--- src/rtl/shot_sequencer.sv ---
// shot_sequencer: run-level controller that drives accumulator clear, BRAM rewind and shot triggers.
// Define SHOT_TIMEOUT_EN to add the per-shot timeout input and the sticky timeout flag.
module shot_sequencer #(
   parameter int NPROC  = 8,
   parameter int CNTW   = 32,
   parameter int DELAYW = 32
`ifdef SHOT_TIMEOUT_EN
   ,
   parameter int TMOW   = 24
`endif
) (
   input  logic              clk,
   input  logic              reset,
   input  logic              stb_start,
   input  logic              stb_abort,
   input  logic [CNTW-1:0]   nshot,
   input  logic [DELAYW-1:0] delayaftertrig,
   input  logic [NPROC-1:0]  proc_mask,
   input  logic [NPROC-1:0]  procdone,
`ifdef SHOT_TIMEOUT_EN
   input  logic [TMOW-1:0]   shot_timeout,
`endif
   output logic              resetacc,
   output logic              stb_reset_bram_read,
   output logic              shot_trig,
   output logic [CNTW-1:0]   shotcnt,
   output logic              lastshotdone,
   output logic              busy,
   output logic              timeout
);

   typedef enum logic [2:0] {
      S_IDLE,
      S_ARM,
      S_START,
      S_RUN,
      S_DELAY,
      S_DONE
   } state_t;

   state_t              state_q, state_d;
   logic [CNTW-1:0]     nshot_q;
   logic [DELAYW-1:0]   delay_q;
   logic [NPROC-1:0]    mask_q;
   logic [NPROC-1:0]    done_q;
   logic [CNTW-1:0]     shotcnt_q;
   logic                last_q;
   logic [DELAYW-1:0]   dly_cnt_q;
   logic                cmp_q;
   logic                start_acc;
   logic                all_done;
   logic                last_shot;
   logic                tmo_hit;
   logic                kill;

   assign start_acc = stb_start && ((state_q == S_IDLE) || ((state_q == S_DONE) && !stb_abort));
   assign all_done  = ((done_q | (procdone & mask_q)) == mask_q);
   assign last_shot = (shotcnt_q == nshot_q);
   assign kill      = (state_q != S_IDLE) && (stb_abort || tmo_hit);

   // cmp_q marks the cycle after completion, when shotcnt already shows the finished shot
   always_comb begin
      state_d = state_q;
      case (state_q)
         S_IDLE:  if (start_acc) state_d = S_ARM;
         S_ARM:   state_d = (nshot_q == '0) ? S_DONE : S_START;
         S_START: state_d = S_RUN;
         S_RUN: begin
            if (cmp_q) begin
               if (delay_q != '0) state_d = S_DELAY;
               else               state_d = last_shot ? S_DONE : S_START;
            end
         end
         S_DELAY: if (dly_cnt_q == DELAYW'(1)) state_d = last_shot ? S_DONE : S_START;
         S_DONE:  state_d = start_acc ? S_ARM : S_IDLE;
         default: state_d = S_IDLE;
      endcase
      if (kill) state_d = S_IDLE;
   end

   always_ff @(posedge clk) begin
      if (reset) begin
         state_q   <= S_IDLE;
         nshot_q   <= '0;
         delay_q   <= '0;
         mask_q    <= '0;
         done_q    <= '0;
         shotcnt_q <= '0;
         last_q    <= 1'b0;
         dly_cnt_q <= '0;
         cmp_q     <= 1'b0;
      end else begin
         state_q <= state_d;
         if (start_acc) begin
            nshot_q   <= nshot;
            delay_q   <= delayaftertrig;
            mask_q    <= proc_mask;
            shotcnt_q <= '0;
            last_q    <= 1'b0;
         end
         if (state_q == S_START) begin
            done_q <= '0;
            cmp_q  <= 1'b0;
         end else if ((state_q == S_RUN) && !cmp_q) begin
            done_q <= done_q | (procdone & mask_q);
            // an abort or timeout in the completing cycle wins: the shot is not counted
            if (all_done && !kill) begin
               cmp_q     <= 1'b1;
               shotcnt_q <= shotcnt_q + CNTW'(1);
            end
         end
         if ((state_q == S_RUN) && (state_d == S_DELAY)) dly_cnt_q <= delay_q;
         else if (state_q == S_DELAY)                   dly_cnt_q <= dly_cnt_q - DELAYW'(1);
         if (state_d == S_DONE) last_q <= 1'b1;
      end
   end

`ifdef SHOT_TIMEOUT_EN
   logic [TMOW-1:0] tmo_cnt_q;
   logic            tmo_q;

   assign tmo_hit = (state_q == S_RUN) && !cmp_q && (shot_timeout != '0) &&
                    ((tmo_cnt_q + TMOW'(1)) == shot_timeout);

   always_ff @(posedge clk) begin
      if (reset) begin
         tmo_cnt_q <= '0;
         tmo_q     <= 1'b0;
      end else begin
         if (start_acc)    tmo_q <= 1'b0;
         else if (tmo_hit) tmo_q <= 1'b1;
         if (state_q == S_START)                tmo_cnt_q <= '0;
         else if ((state_q == S_RUN) && !cmp_q) tmo_cnt_q <= tmo_cnt_q + TMOW'(1);
      end
   end

   assign timeout = tmo_q;
`else
   assign tmo_hit = 1'b0;
   assign timeout = 1'b0;
`endif

   assign resetacc            = (state_q == S_ARM);
   assign stb_reset_bram_read = (state_q == S_START);
   assign shot_trig           = (state_q == S_START);
   assign shotcnt             = shotcnt_q;
   assign lastshotdone        = last_q;
   assign busy                = (state_q != S_IDLE);

endmodule

--- config.mk ---
export PLATFORM = sky130hd
export DESIGN_NAME = shot_sequencer
export DESIGN_NICKNAME = d
export VERILOG_FILES = /design/src/rtl/shot_sequencer.sv
export SDC_FILE = /design/constraint.sdc
export NUM_CORES = 1
export LEC_CHECK = 0
export BUFFER_PORTS_ARGS = -buffer_cell sky130_fd_sc_hd__clkbuf_2
export CAP_MARGIN = 20
export CORE_MARGIN = 3
export CORE_UTILIZATION = 35
export CTS_BUF_LIST = sky130_fd_sc_hd__clkbuf_4
export CTS_CLUSTER_SIZE = 28
export DETAILED_ROUTE_END_ITERATION = 12
export PLACE_DENSITY = 0.58
export SETUP_SLACK_MARGIN = 0.2
export SLEW_MARGIN = 5
export SYNTH_ARGS = -nofsm -noshare
export SYNTH_HDL_FRONTEND = slang
export SYNTH_SLANG_ARGS = --single-unit
export TNS_END_PERCENT = 5
--- constraint.sdc ---
create_clock -name clk -period 2.85 [get_ports clk]
set_input_delay 0.1425 -clock clk [delete_from_list [all_inputs] [get_ports clk]]
set_output_delay 0.1425 -clock clk [all_outputs]
set_load 0.01 [all_outputs]
==> results of run 1 <==
-- cell families (layout without fill, tap and decap cells) --
group | Yosys count | count (layout) | synth area share
flops | 149 | 149 | 0.4321
compound gates | 205 | 205 | 0.1740
other cells | 1 | 2 | 0.0005433
mux | 1 | 1 | 0.001631
buf+inv | 63 | 269 | 0.04006
xor+xnor | 48 | 48 | 0.06090
simple gates | 411 | 411 | 0.2853
fa+ha+maj | 3 | 3 | 0.005438
-- power by group through the flow --
stage	logic, mW	clock network [mW]	registers, mW
2_1_floorplan	0.465	0	2.31
3_3_place_gp	0.657	0	2.35
3_5_place_dp	0.663	0	2.35
4_1_cts	0.750	1.33	2.31
5_1_grt	0.835	1.42	2.32
6_report	0.747	1.29	2.31
-- metal layers --
layer / vias to the layer above / track usage
li1: 3505 / -
met1: 3242 / 0.2685
met2: 153 / 0.2908
met3: 26 / 0.04159
met4: 0 / 0.05833
met5: - / 0
-- state kept, by name, summed over array words and instances (netlist names) --
| name | flops |
|---|---|
| delay_q | 32 |
| mask_q | 8 |
| state_q | 3 |
| lastshotdone | 1 |
| nshot_q | 32 |
| done_q | 8 |
| cmp_q | 1 |
| shotcnt | 32 |
| dly_cnt_q | 32 |
-- cells in the final DEF (no fill, tap or decap), types with 7 or more instances in the layout --
master         netlist  layout
nor4_1              27      27
xnor2_1             37      37
nand3_1             25      25
a21oi_1            121     121
or4_1                8       8
or2_2                7       7
nor2_1              60      60
clkbuf_2             1     119
o211ai_1            10      10
inv_1               11      11
nand2_1            191     191
o21ai_0             13      13
o311ai_0             8       8
or3_1               13      13
dlygate4sd3_1        0      80
nand4_1             25      25
dfxtp_1            149     149
xor2_1              11      11
a31oi_1             22      22
nor3_1              10       8
clkbuf_4             0      19
buf_4                2      27
-- what timing repair did --
item | CTS | global route
resized for setup | 1 | 2
setup buffers | 0 | 2
hold buffers | 80 | 0
pin swaps | 0 | 1
endpoints found under the hold margin | 80 | 0
setup endpoints to repair | 1 | 5
-- path summary, 6_finish.rpt --
kind	from	slack, ns	end
setup reg to reg	dly_cnt_q[0]$_SDFFE_PP0P_	0.31	dly_cnt_q[27]$_SDFFE_PP0P_
hold / removal	reset	0.07	mask_q[6]$_SDFFE_PP0P_
hold reg to reg	delay_q[23]$_SDFFE_PP0P_	0.49	delay_q[23]$_SDFFE_PP0P_
setup / recovery	dly_cnt_q[0]$_SDFFE_PP0P_	0.31	dly_cnt_q[27]$_SDFFE_PP0P_
-- layout make-up --
type / instances / area [sq um] / area share
Antenna cell: 1 / 2.502 / 0.0002817
Clock buffer: 19 / 142.6 / 0.01606
Clock inverter: 13 / 125.1 / 0.01408
Inverter: 11 / 41.29 / 0.004648
Multi-Input combinational cell: 669 / 3665 / 0.4125
Sequential cell: 149 / 2983 / 0.3358
Tap cell: 260 / 325.3 / 0.03662
Timing Repair Buffer: 226 / 1599 / 0.1800
-- worst reg2reg max path, stage by stage, from the launching register on --
cell     delay, ns
dfxtp_1       0.37
or4_1         0.63
or2_2         0.35
or3_1         0.34
or4_4         0.43
nand3_1       0.10
o21a_1        0.13
a21oi_2       0.05
-- stage by stage --
stage / std cells / setup slack, ns / instance area [sq um]
2_1_floorplan: 881 / 0.3892 / 6903
3_3_place_gp: 1233 / 0.2399 / 7786
3_5_place_dp: 1233 / 0.2257 / 7786
4_1_cts: 1345 / 0.2368 / 8856
5_1_grt: 1348 / 0.1332 / 8884
6_report: 1348 / 0.3081 / 8884
==> flow_summary.toml, run 1 <==
[synth]
synth_top_area_frac = 0.4321
synth_area_sq_mm = 0.006903
synth_top_area_cell = "dfxtp_1"
ys_top_cells_by_count = "nand2_1 (191), dfxtp_1 (149), a21oi_1 (121)"
synth-seq-cells = 149
ys.flop_type = "dfxtp_1"
synth_nets = 968
ys_types = 59
ys_seq_area_frac = 0.4321
synth_edf_count = 0
avgSynthCellArea_sq_um = 7.835
yosys_warnings = 0
synthTopCellsByArea = "dfxtp_1 (43%), nand2_1 (10%), a21oi_1 (8.8%), xnor2_1 (4.7%), nor2_1 (3.3%)"
synthArstFlopShare = 0
synthCells = 881
synth.most_common_cell = "nand2_1"

[floorplanning]
start_util = 0.3630
ios = 122
floorplan.die.height_um = 146.4
die_x_um = 146.4
row_count = 50
die_area_sq_mm = 0.02144
core_sq_mm = 0.01902

[critical_path]
required_ns = 3.25
reg2regPathDepth = 7
max_stage_delay_ns = 0.63
path_max_fanout = 5
path_delay_family = "simple AND/OR/NAND/NOR gates"
critical_path_class = "reg -> reg"
crit_cells = 7
crit_path_top_delay_cell = "or4_1"
endpoint_kind = "flop"
path_cells = "or4_1 > or2_2 > or3_1 > or4_4 > nand3_1 > o21a_1 > a21oi_2"
cp-start-kind = "flop"
cp_num_buf_inv = 0
crit_arrival_ns = 2.95

[detailed_routing]
drc = 0
dr_wl_met3_um = 876
wl_met1_mm = 10.18
top_layer = "met4"
wl_met2_mm = 9.178
vias_per_cell = 5.138
detail-route-antenna-nets = 0
wire_per_inst_um = 15.30
drt_wl_total_mm = 20.62
drt-pass1-iter-count = 5
drt_iter0_markers = 428
via_count = 6926

[outcome]
outcome = "completed"

[placement]
portBuffers = 120
gp_congestion = 0.8553
hpwl_mm = 14.24

[cells_and_area]
fillers = 1958
final_nets = 1161
final_core_util = 0.4671
layout-drive-gt1-share = 0.1858
area_growth_syn_to_layout_pct = 28.69

[timing]
max_slew_margin = 0.4610
setup_viol = 0
fin_skew_ns = 0.02287
slew_viol_final = 0
worstMarginPinSlew_ns = 0.8085
final_hold_viol_count = 0
rsz0062_at_grt = "true"
fin_crit_sh = 0.8919
finalSetupTns_ns = 0
holdWs_ns = 0.06986
period_needed_ns = 2.542
fmax_mhz = 393.4

[power]
comb_power_share = 0.172
seq_power_share = 0.531
power.density_mw_per_mm2 = 488.6
p_leak_nw = 3.330
swShare = 0.3127
total_power_mw = 4.340
p_switching_mw = 1.357
ir_worst_vdd_mv = 0.2601
p_int_mw = 2.983
clockPowerShare = 0.297

[worst_hold_path]
holdPathStages = 2
hold_class = "in -> reg"

[clocking]
cts_buffers = 17
root_buffer = "clkbuf_4"
htreeDepth = 4
clockBufferDepth = 2
worstSkewPairLatency_ns = 0.54
path_clk_slew_ns = 0.15
cts_sinks = 149
cts_tree = "done"

[global_routing]
grt_pass1_vias = 6572
gr-total-overflow = 0
grt_max_degree = 75
antenna_found_initial = 1
track_usage = 0.1900
grt_first_pass_wirelength_mm = 33.43

[run]
maxCapViolations = 0
Power figures use the tool's default switching activity.
==> run 2: changes to the inputs <==
--- a/config.mk
+++ b/config.mk
@@ -8,11 +8,11 @@
 export BUFFER_PORTS_ARGS = -buffer_cell sky130_fd_sc_hd__clkbuf_2
 export CAP_MARGIN = 20
 export CORE_MARGIN = 3
-export CORE_UTILIZATION = 35
+export CORE_UTILIZATION = 50
 export CTS_BUF_LIST = sky130_fd_sc_hd__clkbuf_4
 export CTS_CLUSTER_SIZE = 28
 export DETAILED_ROUTE_END_ITERATION = 12
-export PLACE_DENSITY = 0.58
+export PLACE_DENSITY = 0.77
 export SETUP_SLACK_MARGIN = 0.2
 export SLEW_MARGIN = 5
 export SYNTH_ARGS = -nofsm -noshare
==> flow_summary.toml, run 2 (synthesis results as in run 1) <==
[floorplanning]
floorplan.die.height_um = 123.5
die_area_sq_mm = 0.01525
start_util = 0.5172
core_sq_mm = 0.01335
ios = 122
row_count = 42
die_x_um = 123.5

[critical_path]
endpoint_kind = "flop"
cp_num_buf_inv = 0
crit_cells = 7
crit_arrival_ns = 3.11
crit_path_top_delay_cell = "or4_4"
cp-start-kind = "flop"
path_delay_family = "simple AND/OR/NAND/NOR gates"
critPathLaunch = "done_q[7]$_SDFFE_PP0P_"
worstSetupEndpoint = "shotcnt[20]$_SDFF_PP0_"
max_stage_delay_ns = 0.58
critical_path_class = "reg -> reg"
path_cells = "nand2b_1 > o32ai_1 > or4_4 > or4_4 > or3_1 > or3_1 > a21oi_1"
path_max_fanout = 7
required_ns = 3.36
rr_endpoint = "shotcnt[20]$_SDFF_PP0_"
reg2reg_from = "done_q[7]$_SDFFE_PP0P_"
reg2regPathDepth = 7
r2r_slack_ns = 0.25

[cells_and_area]
diodes = 0
final_nets = 1158
area_growth_syn_to_layout_pct = 28.15
layoutNonFillerInstCount = 1260
most-common-layout-cells = "nand2_1 (191), dfxtp_1 (147), a21oi_1 (121)"
final_common_cell = "nand2_1"
layout-drive-gt1-share = 0.1817

[power]
seq_power_share = 0.498
clockPowerShare = 0.340
swShare = 0.2857
comb_power_share = 0.162
p_switching_mw = 1.325
power.density_mw_per_mm2 = 524.2
p_leak_nw = 3.361
ir_worst_vdd_mv = 0.3710
total_power_mw = 4.637
p_int_mw = 3.313

[global_routing]
grt_first_pass_wirelength_mm = 32.02
grt_max_degree = 75
gr-total-overflow = 0
antenna_found_initial = 0
grt_pass1_vias = 6478
track_usage = 0.2669

[detailed_routing]
detail-route-antenna-nets = 0
drt_wl_total_mm = 20.18
drt-pass1-iter-count = 5
drc = 0
wire_per_inst_um = 16.02
via_count = 7139
drt_iter0_markers = 870
vias_per_cell = 5.666

[clocking]
htreeDepth = 4
cts_buffers = 17
path_clk_slew_ns = 0.13
clockBufferDepth = 2
root_buffer = "clkbuf_4"
worstSkewPairLatency_ns = 0.58
cts_sinks = 149
cts_tree = "done"

[timing]
final_hold_viol_count = 0
max_slew_margin = 0.4765
period_needed_ns = 2.604
fmax_mhz = 384.0
fin_skew_ns = 0.02706
fin_crit_sh = 0.9138
rsz0062_at_grt = "true"
worstMarginPinSlew_ns = 0.7853
slew_viol_final = 0
finalSetupTns_ns = 0
setup_viol = 0

[worst_hold_path]
holdPathStages = 4
hold_class = "in -> reg"

[placement]
dpl.cell_count = 1145
gp_congestion = 0.8954
portBuffers = 120
hpwl_mm = 13.13

[run]
maxCapViolations = 0

[outcome]
outcome = "completed"
## run 2: cell count changes in the layout (fill, tap and decap cells not counted), moves of 2 or more
cell,change
clkinvlp_4,-3
buf_4,-6
dfxtp_2,+2
clkinv_1,+2
dfxtp_1,-2
inv_6,-3
bufinv_16,+4
## run 2: per-stage QoR
stage          setup slack [ns]  utilization  hold WS, ns  cell area (sq um)
2_1_floorplan            0.3892            -       0.2785               6903
3_3_place_gp             0.1405       0.5736       0.3669               7656
3_5_place_dp            0.06167       0.5744       0.3712               7667
4_1_cts                  0.2142       0.6615      0.04235               8830
5_1_grt                  0.1408       0.6627       0.1001               8846
6_report                 0.2456       0.6627      0.07840               8846
## run 2: metal layers
metal | GRT usage | vias up | wire (um)
met4 | 0.09135 | 0 | 451
li1 | - | 3513 | -
met2 | 0.4275 | 272 | 9516
met1 | 0.3548 | 3318 | 8920
met5 | 0 | - | 0
met3 | 0.06221 | 36 | 1292
## run 2: repair_timing
item	4_1_cts	5_1_grt
hold buffers	81	0
endpoints found under the setup margin	1	5
resized for setup	2	1
pin swaps	1	1
endpoints found under the hold margin	82	0
buffers inserted	0	2
cloned	0	0
## run 2: power groups by stage
stage	combinational (mW)	sequential (mW)	clock, mW
2_1_floorplan	0.465	2.31	0
3_3_place_gp	0.635	2.35	0
3_5_place_dp	0.644	2.35	0
4_1_cts	0.734	2.31	1.59
5_1_grt	0.840	2.33	1.67
6_report	0.751	2.31	1.58
## run 2: cell type report
class | count | area [sq um]
Fill cell | 1130 | 4502
Clock inverter | 14 | 209.0
Tap cell | 176 | 220.2
Multi-Input combinational cell | 669 | 3660
Clock buffer | 18 | 135.1
Timing Repair Buffer | 223 | 1595
Inverter | 11 | 41.29
Sequential cell | 149 | 2985
## run 2: worst min-delay path by stage
stage | from | to | slack (ns)
2_1_floorplan | delayaftertrig[0] | delay_q[0]$_SDFFE_PP0P_ | 0.28
3_3_place_gp | delayaftertrig[19] | delay_q[19]$_SDFFE_PP0P_ | 0.37
3_5_place_dp | delayaftertrig[28] | delay_q[28]$_SDFFE_PP0P_ | 0.37
4_1_cts | stb_abort | dly_cnt_q[21]$_SDFFE_PP0P_ | 0.04
5_1_grt | stb_abort | dly_cnt_q[21]$_SDFFE_PP0P_ | 0.10
6_report | stb_abort | dly_cnt_q[21]$_SDFFE_PP0P_ | 0.08
## run 2: worst min-delay path: stages
cell,delay [ns]
clkbuf_2,0.18
nor3_2,0.13
nand2_1,0.08
a31oi_1,0.07
==> run 3: changes to the inputs <==
--- a/config.mk
+++ b/config.mk
@@ -12,9 +12,10 @@
 export CTS_BUF_LIST = sky130_fd_sc_hd__clkbuf_4
 export CTS_CLUSTER_SIZE = 28
 export DETAILED_ROUTE_END_ITERATION = 12
+export GPL_TIMING_DRIVEN = 0
 export PLACE_DENSITY = 0.77
 export SETUP_SLACK_MARGIN = 0.2
-export SLEW_MARGIN = 5
+export SLEW_MARGIN = 20
 export SYNTH_ARGS = -nofsm -noshare
 export SYNTH_HDL_FRONTEND = slang
 export SYNTH_SLANG_ARGS = --single-unit
==> flow_summary.toml, run 3 (synthesis results as in run 1) <==
[outcome]
outcome = "completed"

[floorplanning]
row_count = 42
die_x_um = 123.5
die_area_sq_mm = 0.01525
ios = 122
start_util = 0.5172
core_sq_mm = 0.01335
floorplan.die.height_um = 123.5

[global_routing]
antenna_found_initial = 0
grt_first_pass_wirelength_mm = 33.38
grt_pass1_vias = 6825
track_usage = 0.2794
gr-total-overflow = 0
grt_max_degree = 17

[power]
p_switching_mw = 1.296
p_leak_nw = 3.312
seq_power_share = 0.527
comb_power_share = 0.179
power.density_mw_per_mm2 = 494.8
ir_worst_vdd_mv = 0.3777
clockPowerShare = 0.293
p_int_mw = 3.076
swShare = 0.2965

[timing]
worstMarginPinSlew_ns = 0.6729
finalSetupTns_ns = 0
period_needed_ns = 2.644
slew_viol_final = 0
setup_viol = 0
rsz0062_at_grt = "true"
final_hold_viol_count = 0
fin_crit_sh = 0.9277
holdWs_ns = 0.07282
fin_skew_ns = 0.02606
max_slew_margin = 0.5514
fmax_mhz = 378.2

[critical_path]
required_ns = 3.30
rr_endpoint = "dly_cnt_q[27]$_SDFFE_PP0P_"
reg2reg_from = "dly_cnt_q[0]$_SDFFE_PP0P_"
path_cells = "or4_1 > or2_2 > or3_1 > buf_2 > or4_4 > nand3_1 > o21a_1 > a21oi_2"
reg2regPathDepth = 8
r2r_slack_ns = 0.21
path_max_fanout = 8
max_stage_delay_ns = 0.64
crit_arrival_ns = 3.09
endpoint_kind = "flop"
crit_path_top_delay_cell = "or4_1"
critical_path_class = "reg -> reg"
cp-start-kind = "flop"

[detailed_routing]
detail-route-antenna-nets = 0
drc = 0
via_count = 7432
drt_wl_total_mm = 20.93
vias_per_cell = 5.757
drt-pass1-iter-count = 5
drt_iter0_markers = 698
wire_per_inst_um = 16.22

[cells_and_area]
layoutNonFillerInstCount = 1291
fillers = 1164
layout-drive-gt1-share = 0.1653
final_nets = 1188
final_common_cell = "nand2_1"
multi_input_area_sq_mm = 0.003671
register_area_sq_mm = 0.002983
area_growth_syn_to_layout_pct = 28.02
most-common-layout-cells = "nand2_1 (191), dfxtp_1 (149), clkbuf_2 (123)"

[worst_hold_path]
hold_class = "in -> reg"
holdPathStages = 5
hold_path_end = "shotcnt[21]$_SDFF_PP0_"
min_from = "stb_start"

[clocking]
cts_sinks = 149
cts_buffers = 17
cts_tree = "done"
clockBufferDepth = 2
worstSkewPairLatency_ns = 0.57
root_buffer = "clkbuf_4"
path_clk_slew_ns = 0.12
cts_setup_buffers = 0
htreeDepth = 4

[placement]
dpl.cell_count = 1177
portBuffers = 120
gp_congestion = 0.8971
hpwl_mm = 14.31

[run]
maxCapViolations = 0
[run 3: changes by cell type in the layout (fill, tap and decap cells not counted), moves of 3 or more]
cell       change
buf_4         -19
bufinv_16      -3
clkbuf_1      +42
clkbuf_2       +4
clkbuf_4       +3
clkbuf_8       +3
clkinv_4       -3
[run 3: area by class of cell]
| cell class | instances | share of cell area |
|---|---|---|
| multi-input combinational | 669 | 0.4154 |
| clock buffer | 21 | 0.01784 |
| clock inverter | 10 | 0.01232 |
| timing repair buffer | 201 | 0.1597 |
| tap | 176 | 0.02492 |
| buffer | 52 | 0.02704 |
| inverter | 11 | 0.004672 |
| sequential | 149 | 0.3375 |
| antenna | 2 | 0.0005663 |
[run 3: how the worst max path moves through the flow]
stage,from,end,slack (ns),cells past startpoint
final,dly_cnt_q[0]$_SDFFE_PP0P_,dly_cnt_q[27]$_SDFFE_PP0P_,0.21,8
after detailed placement,state_q[0]$_SDFF_PP0_,dly_cnt_q[21]$_SDFFE_PP0P_,0.08,6
after global placement,dly_cnt_q[0]$_SDFFE_PP0P_,dly_cnt_q[26]$_SDFFE_PP0P_,0.17,8
after CTS,dly_cnt_q[0]$_SDFFE_PP0P_,dly_cnt_q[26]$_SDFFE_PP0P_,0.05,8
after floorplan,dly_cnt_q[18]$_SDFFE_PP0P_,dly_cnt_q[27]$_SDFFE_PP0P_,0.39,8
after global routing,mask_q[5]$_SDFFE_PP0P_,shotcnt[11]$_SDFF_PP0_,0.09,7
[run 3: what timing repair did]
action | 4_1_cts | 5_1_grt
hold endpoints to repair | 82 | 0
endpoints found under the setup margin | 18 | 113
hold buffers | 81 | 0
pin swaps | 0 | 2
resized for setup | 1 | 14
[run 3: power groups by stage]
stage / Combinational, mW / Clock (mW) / Sequential [mW]
after floorplan: 0.465 / 0 / 2.31
after global placement: 0.664 / 0 / 2.34
after detailed placement: 0.675 / 0 / 2.35
after CTS: 0.764 / 1.30 / 2.30
after global routing: 0.875 / 1.40 / 2.32
final: 0.785 / 1.28 / 2.31
[run 3: routing by layer]
metal / up-vias / GRT usage / share of wire
met2: 329 / 0.4390 / 0.47
met4: 0 / 0.1128 / 0.029
li1: 3572 / - / -
met5: - / 0 / 0
met3: 62 / 0.05993 / 0.069
met1: 3469 / 0.3744 / 0.44
[run 3: worst max-delay path: cells and delay by family, from the launching register on]
kind                   cells  cell delay (ns)
AND/OR/NAND/NOR            5             1.82
flip-flops                 1             0.36
AO/OA/AOI/OAI              2             0.19
buffers and inverters      1             0.17
[run 3: per-stage QoR]
step	area, sq um	power, mW	utilization	setup slack, ns
3_5_place_dp	7724	3.023	0.5786	0.08459
2_1_floorplan	6903	2.776	-	0.3892
4_1_cts	8806	4.363	0.6597	0.05267
6_report	8837	4.373	0.6621	0.2061
3_3_place_gp	7724	3.006	0.5786	0.1684
5_1_grt	8832	4.590	0.6617	0.09043
